File: src/rtl/freq_meter_multi_pkg.sv
// Shared types for the multi-channel toggle-rate meter: FSM encoding,
// per-channel control bundle and the synchronizer warmup length.
package freq_meter_multi_pkg;

    typedef enum logic [1:0] {
        ST_IDLE   = 2'd0,
        ST_WARMUP = 2'd1,
        ST_RUN    = 2'd2
    } state_t;

    // Strobes broadcast from the top-level gate logic to every channel.
    typedef struct packed {
        logic run;    // counting is live this cycle
        logic term;   // last cycle of the gate window
        logic valid;  // dout was refreshed this cycle
    } chan_ctl_t;

    // Synchronizer flush plus one cycle so the edge-detect history is clean.
    function automatic int warmup_len(input int sync_stages);
        return sync_stages + 1;
    endfunction

endpackage

File: src/rtl/freq_meter_chan.sv
// One measured channel: toggle synchronizer, edge detect, saturating event
// counter, latched result with saturation flag, sticky out-of-range flag.
module freq_meter_chan
    import freq_meter_multi_pkg::*;
#(
    parameter int WIDTH       = 12,
    parameter int SYNC_STAGES = 2
) (
    input  logic             clk,
    input  logic             rst_n,
    input  chan_ctl_t        ctl,
    input  logic             tgl,
    input  logic [WIDTH-1:0] lo_lim,
    input  logic [WIDTH-1:0] hi_lim,
    input  logic             clr_oor,
    output logic [WIDTH-1:0] dout,
    output logic             sat,
    output logic             oor
);

    logic [SYNC_STAGES-1:0] sync_q;
    logic                   prev_q;
    logic                   evt;
    logic [WIDTH-1:0]       cnt_q;
    logic                   cnt_full;
    logic                   ovf_q;

    assign evt      = sync_q[SYNC_STAGES-1] ^ prev_q;
    assign cnt_full = &cnt_q;

    // History runs in every state so entering RUN sees no stale edge.
    always_ff @(posedge clk or negedge rst_n) begin
        if (!rst_n) begin
            sync_q <= '0;
            prev_q <= 1'b0;
        end else begin
            sync_q <= {sync_q[SYNC_STAGES-2:0], tgl};
            prev_q <= sync_q[SYNC_STAGES-1];
        end
    end

    // ovf_q remembers events lost once the counter pinned at all-ones.
    always_ff @(posedge clk or negedge rst_n) begin
        if (!rst_n) begin
            cnt_q <= '0;
            ovf_q <= 1'b0;
        end else if (!ctl.run || ctl.term) begin
            cnt_q <= '0;
            ovf_q <= 1'b0;
        end else if (evt) begin
            if (cnt_full) ovf_q <= 1'b1;
            else          cnt_q <= cnt_q + WIDTH'(1);
        end
    end

    always_ff @(posedge clk or negedge rst_n) begin
        if (!rst_n) begin
            dout <= '0;
            sat  <= 1'b0;
        end else if (ctl.term) begin
            dout <= (evt && !cnt_full) ? cnt_q + WIDTH'(1) : cnt_q;
            sat  <= ovf_q | (evt & cnt_full);
        end
    end

    // Limits are judged against the freshly latched dout; a new hit beats clear.
    always_ff @(posedge clk or negedge rst_n) begin
        if (!rst_n)
            oor <= 1'b0;
        else if (ctl.valid && (dout < lo_lim || dout > hi_lim))
            oor <= 1'b1;
        else if (clr_oor)
            oor <= 1'b0;
    end

endmodule

File: src/rtl/freq_meter_multi.sv
// Multi-channel toggle-rate meter: shared gate window FSM and timer, with one
// freq_meter_chan per measured input.
module freq_meter_multi
    import freq_meter_multi_pkg::*;
#(
    parameter int NCH         = 4,
    parameter int WIDTH       = 12,
    parameter int WINDOW_LOG2 = 12,
    parameter int SYNC_STAGES = 2
) (
    input  logic                 clk,
    input  logic                 rst_n,
    input  logic                 en,
    input  logic [NCH-1:0]       tgl_in,
    input  logic [WIDTH-1:0]     lo_lim,
    input  logic [WIDTH-1:0]     hi_lim,
    input  logic                 clr_oor,
    output logic [NCH*WIDTH-1:0] dout,
    output logic                 valid,
    output logic [NCH-1:0]       sat,
    output logic [NCH-1:0]       oor
);

    localparam int WARM = warmup_len(SYNC_STAGES);
    localparam int WCW  = $clog2(WARM + 1);

    state_t                 state_q, state_d;
    logic [WCW-1:0]         wcnt_q;
    logic [WINDOW_LOG2-1:0] timer_q;
    logic                   run;
    logic                   term;
    chan_ctl_t              ctl;

    // Dropping en in RUN kills counting in the same cycle as the exit.
    assign run  = (state_q == ST_RUN) && en;
    assign term = run && (&timer_q);
    assign ctl  = '{run: run, term: term, valid: valid};

    always_ff @(posedge clk or negedge rst_n) begin
        if (!rst_n) state_q <= ST_IDLE;
        else        state_q <= state_d;
    end

    always_comb begin
        state_d = state_q;
        case (state_q)
            ST_IDLE:   if (en) state_d = ST_WARMUP;
            ST_WARMUP: if (wcnt_q == WCW'(WARM - 1)) state_d = ST_RUN;
            ST_RUN:    if (!en) state_d = ST_IDLE;
            default:   state_d = ST_IDLE;
        endcase
    end

    always_ff @(posedge clk or negedge rst_n) begin
        if (!rst_n) begin
            wcnt_q  <= '0;
            timer_q <= '0;
            valid   <= 1'b0;
        end else begin
            wcnt_q  <= (state_q == ST_WARMUP) ? wcnt_q + WCW'(1) : '0;
            timer_q <= run ? timer_q + WINDOW_LOG2'(1) : '0;
            valid   <= term;
        end
    end

    for (genvar i = 0; i < NCH; i++) begin : g_chan
        freq_meter_chan #(
            .WIDTH       (WIDTH),
            .SYNC_STAGES (SYNC_STAGES)
        ) u_chan (
            .clk     (clk),
            .rst_n   (rst_n),
            .ctl     (ctl),
            .tgl     (tgl_in[i]),
            .lo_lim  (lo_lim),
            .hi_lim  (hi_lim),
            .clr_oor (clr_oor),
            .dout    (dout[i*WIDTH +: WIDTH]),
            .sat     (sat[i]),
            .oor     (oor[i])
        );
    end

endmodule

File: config.mk
export PLATFORM = sky130hd
export DESIGN_NAME = freq_meter_multi
export DESIGN_NICKNAME = d
export VERILOG_FILES = /design/src/rtl/freq_meter_multi_pkg.sv /design/src/rtl/freq_meter_chan.sv /design/src/rtl/freq_meter_multi.sv
export SDC_FILE = /design/constraint.sdc
export NUM_CORES = 1
export LEC_CHECK = 0
export ABC_AREA = 1
export CORE_AREA = 4 4 130 132
export CTS_BUF_LIST = sky130_fd_sc_hd__clkbuf_4
export CTS_CLUSTER_SIZE = 8
export DETAILED_ROUTE_END_ITERATION = 10
export DIE_AREA = 0 0 134 136
export PLACE_DENSITY = 0.84
export SLEW_MARGIN = 10
export SYNTH_ARGS = -nofsm -noshare
export SYNTH_HDL_FRONTEND = slang
export SYNTH_HIERARCHICAL = 1
export SYNTH_SLANG_ARGS = --single-unit
File: constraint.sdc
create_clock -name clk -period 3.96 [get_ports clk]
set_clock_uncertainty 0.2 [all_clocks]
set_input_delay 0.792 -clock clk [delete_from_list [all_inputs] [get_ports clk]]
set_output_delay 0.792 -clock clk [all_outputs]
set_load 0.01 [all_outputs]
==> results of run 1 <==
[kinds of logic (layout without fill, tap and decap cells)]
group,Yosys count,after routing,synth area share [%]
other,0,1,0
XOR/XNOR,32,32,3.06
buffers and inverters,239,352,10.3
AND/OR/NAND/NOR,586,586,27.9
flip-flops,137,137,37.5
adder cells (fa/ha/maj),98,98,13.4
AO/OA/AOI/OAI,120,120,7.81
[power breakdown]
part	internal (mW)	total, mW	leakage [nW]	switching [mW]
registers	1.43	1.44	1.86	0.0157
clock network	0.447	0.953	0.155	0.507
logic	0.0986	0.300	3.57	0.201
[registers in the layout, indices dropped and copies added, names as in the netlist]
signal                count
g_chan.u_chan/cnt_q      48
g_chan.u_chan/dout       48
timer_q                  12
g_chan.u_chan/sync_q      8
g_chan.u_chan/oor         4
g_chan.u_chan/ovf_q       4
g_chan.u_chan/prev_q      4
g_chan.u_chan/sat         4
state_q                   2
wcnt_q                    2
valid                     1
[routing by layer]
layer	part of all wire (%)	GRT usage [%]	vias up
li1	-	-	3989
met1	45	32.2	3709
met2	46	41.1	207
met3	7.1	5.70	24
met4	1.6	7.54	0
met5	0	0	-
[per-stage QoR]
stage	setup WS (ns)	cells	hold WS (ns)
6_report	1.22	1542	0.0834
5_1_grt	0.958	1542	0.0933
4_1_cts	1.19	1541	0.0684
3_5_place_dp	0.763	1511	0.139
3_3_place_gp	0.812	1511	0.132
2_1_floorplan	1.60	1212	0.131
[cell type report]
type | instances | area (um^2)
clock buffers | 19 | 143
repair buffers | 95 | 947
fillers | 1295 | 5140
inverters | 227 | 852
well taps | 216 | 270
flip-flops and latches | 137 | 3430
diodes | 1 | 2.50
multi-input cells | 836 | 4780
clock inverters | 11 | 150
[final timing paths]
check,startpoint,endpoint,slack [ns],cells past startpoint
max,timer_q[0],g_chan[0].u_chan/cnt_q[6],1.22,10
min,rst_n,g_chan[1].u_chan/sync_q[0],0.08,1
max reg2reg,timer_q[0],g_chan[0].u_chan/cnt_q[6],1.22,10
min reg2reg,g_chan[2].u_chan/sync_q[0],g_chan[2].u_chan/sync_q[1],0.16,0
max in group asynchronous,rst_n,g_chan[3].u_chan/cnt_q[11],2.70,2
min in group clk,g_chan[2].u_chan/sync_q[0],g_chan[2].u_chan/sync_q[1],0.16,0
[layout by cell type, fill, tap and decap left out, types with 2 or more instances in the layout]
| master | count |
|---|---|
| nor2_1 | 93 |
| nor2_4 | 10 |
| nand2_1 | 371 |
| nand2_2 | 14 |
| clkdlybuf4s50_1 | 87 |
| nand3_1 | 36 |
| nand3b_1 | 4 |
| inv_1 | 218 |
| clkinvlp_4 | 2 |
| a21o_1 | 4 |
| nand2_4 | 4 |
| o21ai_0 | 26 |
| dfrtp_1 | 137 |
| buf_4 | 6 |
| ha_1 | 98 |
| and2_1 | 16 |
| inv_2 | 8 |
| clkinv_4 | 3 |
| a21oi_1 | 48 |
| o21bai_1 | 5 |
| clkinv_2 | 2 |
| bufinv_16 | 3 |
| nand4_1 | 29 |
| clkbuf_4 | 19 |
| xor2_1 | 32 |
| o21ai_1 | 16 |
| o21ai_2 | 16 |
| nand3_2 | 5 |
| a31oi_2 | 4 |
==> flow_summary.yaml, run 1 <==
outcome:
  outcome: "completed"
floorplanning:
  ioPinCount: 89
  die-area_um2: 18200
  rows: 46
  start_util_pct: 58.2
  core_region_area_um2: 15700
  die_h_um: 136
  dieWidth_um: 134
drt:
  ant_nets: 0
  drc: 0
  drt_iter0_drc: 605
  via_per_inst: 5.14
  first_pass_iters: 7
  wl_um: 21500
  wl_per_cell_um: 14.0
  route.vias.total: 7929
global_routing:
  grt_pass1_vias: 7450
  grt.total_usage_pct: 24.7
  grt_pass1_wl_um: 35600
  grt_max_degree: 83
  antenna_found_initial: 1
  overflow: 0
run:
  maxCapViolCount: 0
placed_design:
  io_buffers: 88
  place_congestion: 0.888
  dp_hpwl_um: 16200
  placed_area_um2: 10300
clock_network:
  numCtsBuffers: 17
  cts_setup_buffers: 0
  clock-root-buffer: "clkbuf_4"
  cts_hold_buf: 0
  cts_resized: 0
  worstSkewPairLatency_ns: 0.54
  cts_htree_levels: 4
  cts.sinks: 137
  clkTransAtPathRegs_ns: 0.11
  cts_tree: "done"
  clk_path_buf_depth: 2
sta:
  worst_pin_slew_ns: 0.759
  fin_crit_sh_pct: 69.3
  finalSetupViolCount: 0
  tns_ns: 0
  hold_viol: 0
  rsz0062_at_grt: "false"
  drv_slew: 0
  min_period_ns: 2.74
  relSlewSlack_pct: 49.4
  fmax_mhz: 364
worst_setup_path:
  required_ns: 4.20
  worstSetupPathType: "reg -> reg"
  critical_path_arrival_ns: 2.99
  crit_path_start_kind: "flop"
  path_buf_inv: 3
  cp_cell_sequence: "ha_1 > nand2_1 > nor2_2 > nand3_1 > nor3_4 > inv_1 > buf_4 > nand2_1 > inv_1 > and2_1"
  end_kind: "flop"
  crit_family: "simple AND/OR/NAND/NOR gates"
  slowest_stage: "nor3_4"
  slowest_delay_ns: 0.46
  crit_path_max_fanout: 16
power_and_ir_drop:
  p_total_mw: 2.70
  p_leak_nw: 5.58
  vdd_drop_max_uv: 228
  powerDensity_nw_per_um2: 255
logic_synthesis:
  yosysMostFrequentCell: "nand2_1"
  yosysSeqAreaShare_pct: 37.5
  synth_top_area_share_pct: 37.5
  yosys_warnings: 6
  synth_area_leaders: "dfrtp_1 37%, nand2_1 15%, ha_1 13%, inv_1 8.9%, nor2_1 3.8%"
  synth_cell_types: 31
  synth_area_um2: 9150
  syn_inst: 1212
  synth-main-ff-cell: "dfrtp_1"
  ys_ff_latch: 137
  syn_avg_cell_area_um2: 7.55
  syn_nets: 1342
  synth-async-reset-ratio_pct: 100
  synth_edf_count: 0
  yosysTopAreaCell: "dfrtp_1"
  ys_top_cells_by_count: "371 x nand2_1, 218 x inv_1, 137 x dfrtp_1"
finish:
  syn2layout_area_growth_pct: 15.6
  fin_nets: 1444
  drive_gt1_share_pct: 7.70
  utilization_pct: 67.3
  fin_area_um2: 10600
hold_path:
  hold_class: "in -> async"
Power figures use the tool's default switching activity.
==> run 2: changes to the inputs <==
--- a/config.mk
+++ b/config.mk
@@ -6,12 +6,12 @@
 export NUM_CORES = 1
 export LEC_CHECK = 0
 export ABC_AREA = 1
-export CORE_AREA = 4 4 130 132
+export CORE_AREA = 4 4 136 138
 export CTS_BUF_LIST = sky130_fd_sc_hd__clkbuf_4
 export CTS_CLUSTER_SIZE = 8
 export DETAILED_ROUTE_END_ITERATION = 10
-export DIE_AREA = 0 0 134 136
-export PLACE_DENSITY = 0.84
+export DIE_AREA = 0 0 140 142
+export PLACE_DENSITY = 0.81
 export SLEW_MARGIN = 10
 export SYNTH_ARGS = -nofsm -noshare
 export SYNTH_HDL_FRONTEND = slang
==> constraint.sdc (replaced) <==
create_clock -name clk -period 2.35 [get_ports clk]
set_clock_uncertainty 0.2 [all_clocks]
set_input_delay 0.47 -clock clk [delete_from_list [all_inputs] [get_ports clk]]
set_output_delay 0.47 -clock clk [all_outputs]
set_load 0.01 [all_outputs]
==> flow_summary.yaml, run 2 (synthesis results as in run 1) <==
outcome:
  outcome: "completed"
worst_setup_path:
  ff2ff_path_depth: 10
  crit_path_max_fanout: 4
  worstSetupPathType: "reg -> out"
  slowest_delay_ns: 0.58
  r2r-end: "g_chan[3].u_chan/cnt_q[5]"
  end_kind: "output port"
  critical_path_arrival_ns: 1.61
  cp_cell_sequence: "clkdlybuf4s50_1"
  reg2reg_from: "timer_q[0]"
  crit_path_start_kind: "flop"
  reg2reg_slack_ns: 0.18
  path_buf_inv: 1
  slowest_stage: "clkdlybuf4s50_1"
  crit_family: "buffers and inverters"
  required_ns: 1.68
floorplanning:
  core_region_area_um2: 17200
  rows: 48
  die-area_um2: 19900
  start_util_pct: 53.3
  ioPinCount: 89
  dieWidth_um: 140
  die_h_um: 142
placed_design:
  io_buffers: 88
  place_congestion: 0.926
  dp_hpwl_um: 17300
  placed_area_um2: 10500
  dp_slack_ns: -0.0621
global_routing:
  overflow: 0
  antenna_found_initial: 2
  grt_pass1_wl_um: 37100
  grt_max_degree: 51
  grt_pass1_vias: 7687
  grt.total_usage_pct: 23.2
finish:
  utilization_pct: 63.2
  fin_area_um2: 10900
  fillerInstances: 1500
  fin_nets: 1475
  syn2layout_area_growth_pct: 18.7
  mostFrequentLayoutCell: "nand2_1"
  layout_common_cells: "371 x nand2_1, 218 x inv_1, 105 x dfrtp_1, 98 x ha_1, 93 x nor2_1"
  drive_gt1_share_pct: 12.1
  reg.largest.list: "g_chan.u_chan/cnt_q: 48 flops, g_chan.u_chan/dout: 48 flops, timer_q: 12 flops"
power_and_ir_drop:
  pwr-share-seq_pct: 53.5
  powerDensity_nw_per_um2: 419
  vdd_drop_max_uv: 301
  p_int_mw: 3.22
  p_switching_mw: 1.32
  pwr-share-comb_pct: 12.1
  p_leak_nw: 5.66
  p_clk_share_pct: 34.4
  switching_share_pct: 29.1
clock_network:
  worstSkewPairLatency_ns: 0.58
  cts_htree_levels: 4
  clk_path_buf_depth: 2
  clkTransAtPathRegs_ns: 0.13
  cts_tree: "done"
  clock-root-buffer: "clkbuf_4"
  cts.sinks: 137
  numCtsBuffers: 17
drt:
  wl_um: 22700
  via_per_inst: 5.09
  route.vias.total: 8050
  drt_iter0_drc: 491
  ant_nets: 0
  drc: 0
  wl_per_cell_um: 14.3
  first_pass_iters: 5
sta:
  tns_ns: 0
  fin_ws_ns: 0.0729
  relSlewSlack_pct: 67.6
  hold_slack_ns: 0.112
  drv_slew: 0
  hold_viol: 0
  worst_pin_slew_ns: 0.486
  fmax_mhz: 439
  fin_crit_sh_pct: 96.9
  finalSetupViolCount: 0
  min_period_ns: 2.28
run:
  maxCapViolCount: 0
hold_path:
  hold-path-endpoint: "g_chan[1].u_chan/sync_q[0]"
  hold_depth: 1
  hp-start: "tgl_in[1]"
  hold_class: "in -> reg"
[run 2: layer usage]
metal  vias up  global-route usage, %  wire length [um]
li1       4044                      -                 -
met1      3788                   31.2             10400
met2       181                   37.7             10500
met3        35                   6.12              1320
met4         2                   6.22               387
met5         -                      0                18
[run 2: what timing repair did]
action / CTS / global route
endpoints found under the hold margin: 46 / 0
setup buffers: 0 / 9
setup endpoints to repair: 14 / 80
pin swaps: 0 / 0
resized for setup: 14 / 20
hold buffers: 1 / 0
[run 2: how the worst max path moves through the flow]
stage / slack [ns] / cells after the start / startpoint / end
after detailed placement: -0.06 / 12 / hi_lim[10] / g_chan[2].u_chan/oor
after CTS: 0.004 / 1 / g_chan[2].u_chan/dout[6] / dout[30]
after global routing: -0.01 / 10 / timer_q[0] / g_chan[0].u_chan/cnt_q[0]
after floorplan: 0.07 / 9 / timer_q[0] / g_chan[0].u_chan/cnt_q[0]
final: 0.07 / 1 / g_chan[3].u_chan/dout[7] / dout[43]
after global placement: -0.03 / 12 / hi_lim[9] / g_chan[3].u_chan/oor
[run 2: worst register-to-register path: stages (launching register included)]
cell,delay (ns)
dfrtp_1,0.40
ha_1,0.18
nand2_1,0.15
nor2_4,0.17
nand3_1,0.14
nor3_4,0.17
buf_4,0.19
inv_1,0.07
nand2_1,0.12
buf_4,0.19
a21oi_1,0.07
[run 2: power by group through the flow]
stage	logic (mW)	registers (mW)	clock network, mW
after floorplan	0.313	2.47	0
after global placement	0.522	2.47	0
after detailed placement	0.541	2.48	0
after CTS	0.547	2.43	1.61
after global routing	0.627	2.44	1.70
final	0.548	2.43	1.57
[run 2: layout make-up]
| cell class | instances | area (um^2) | area share, % |
|---|---|---|---|
| Sequential cell | 137 | 3470 | 31.9 |
| Inverter | 227 | 852 | 7.85 |
| Clock buffer | 17 | 128 | 1.18 |
| Clock inverter | 14 | 150 | 1.38 |
| Timing Repair Buffer | 126 | 1190 | 10.9 |
| Tap cell | 225 | 282 | 2.59 |
| Antenna cell | 1 | 2.50 | 0.0230 |
| Multi-Input combinational cell | 836 | 4790 | 44.1 |
[run 2: per-stage QoR]
stage / power, mW / cells
2_1_floorplan: 2.78 / 1212
5_1_grt: 4.77 / 1583
3_3_place_gp: 3.00 / 1541
3_5_place_dp: 3.02 / 1541
4_1_cts: 4.59 / 1573
6_report: 4.54 / 1583
==> run 3: changes to the inputs <==
--- a/config.mk
+++ b/config.mk
@@ -12,6 +12,7 @@
 export DETAILED_ROUTE_END_ITERATION = 10
 export DIE_AREA = 0 0 140 142
 export PLACE_DENSITY = 0.81
+export SKIP_LAST_GASP = 1
 export SLEW_MARGIN = 10
 export SYNTH_ARGS = -nofsm -noshare
 export SYNTH_HDL_FRONTEND = slang
==> results of run 3 <==
Same layout as run 2: the final DEF is identical, and so are final timing and power.
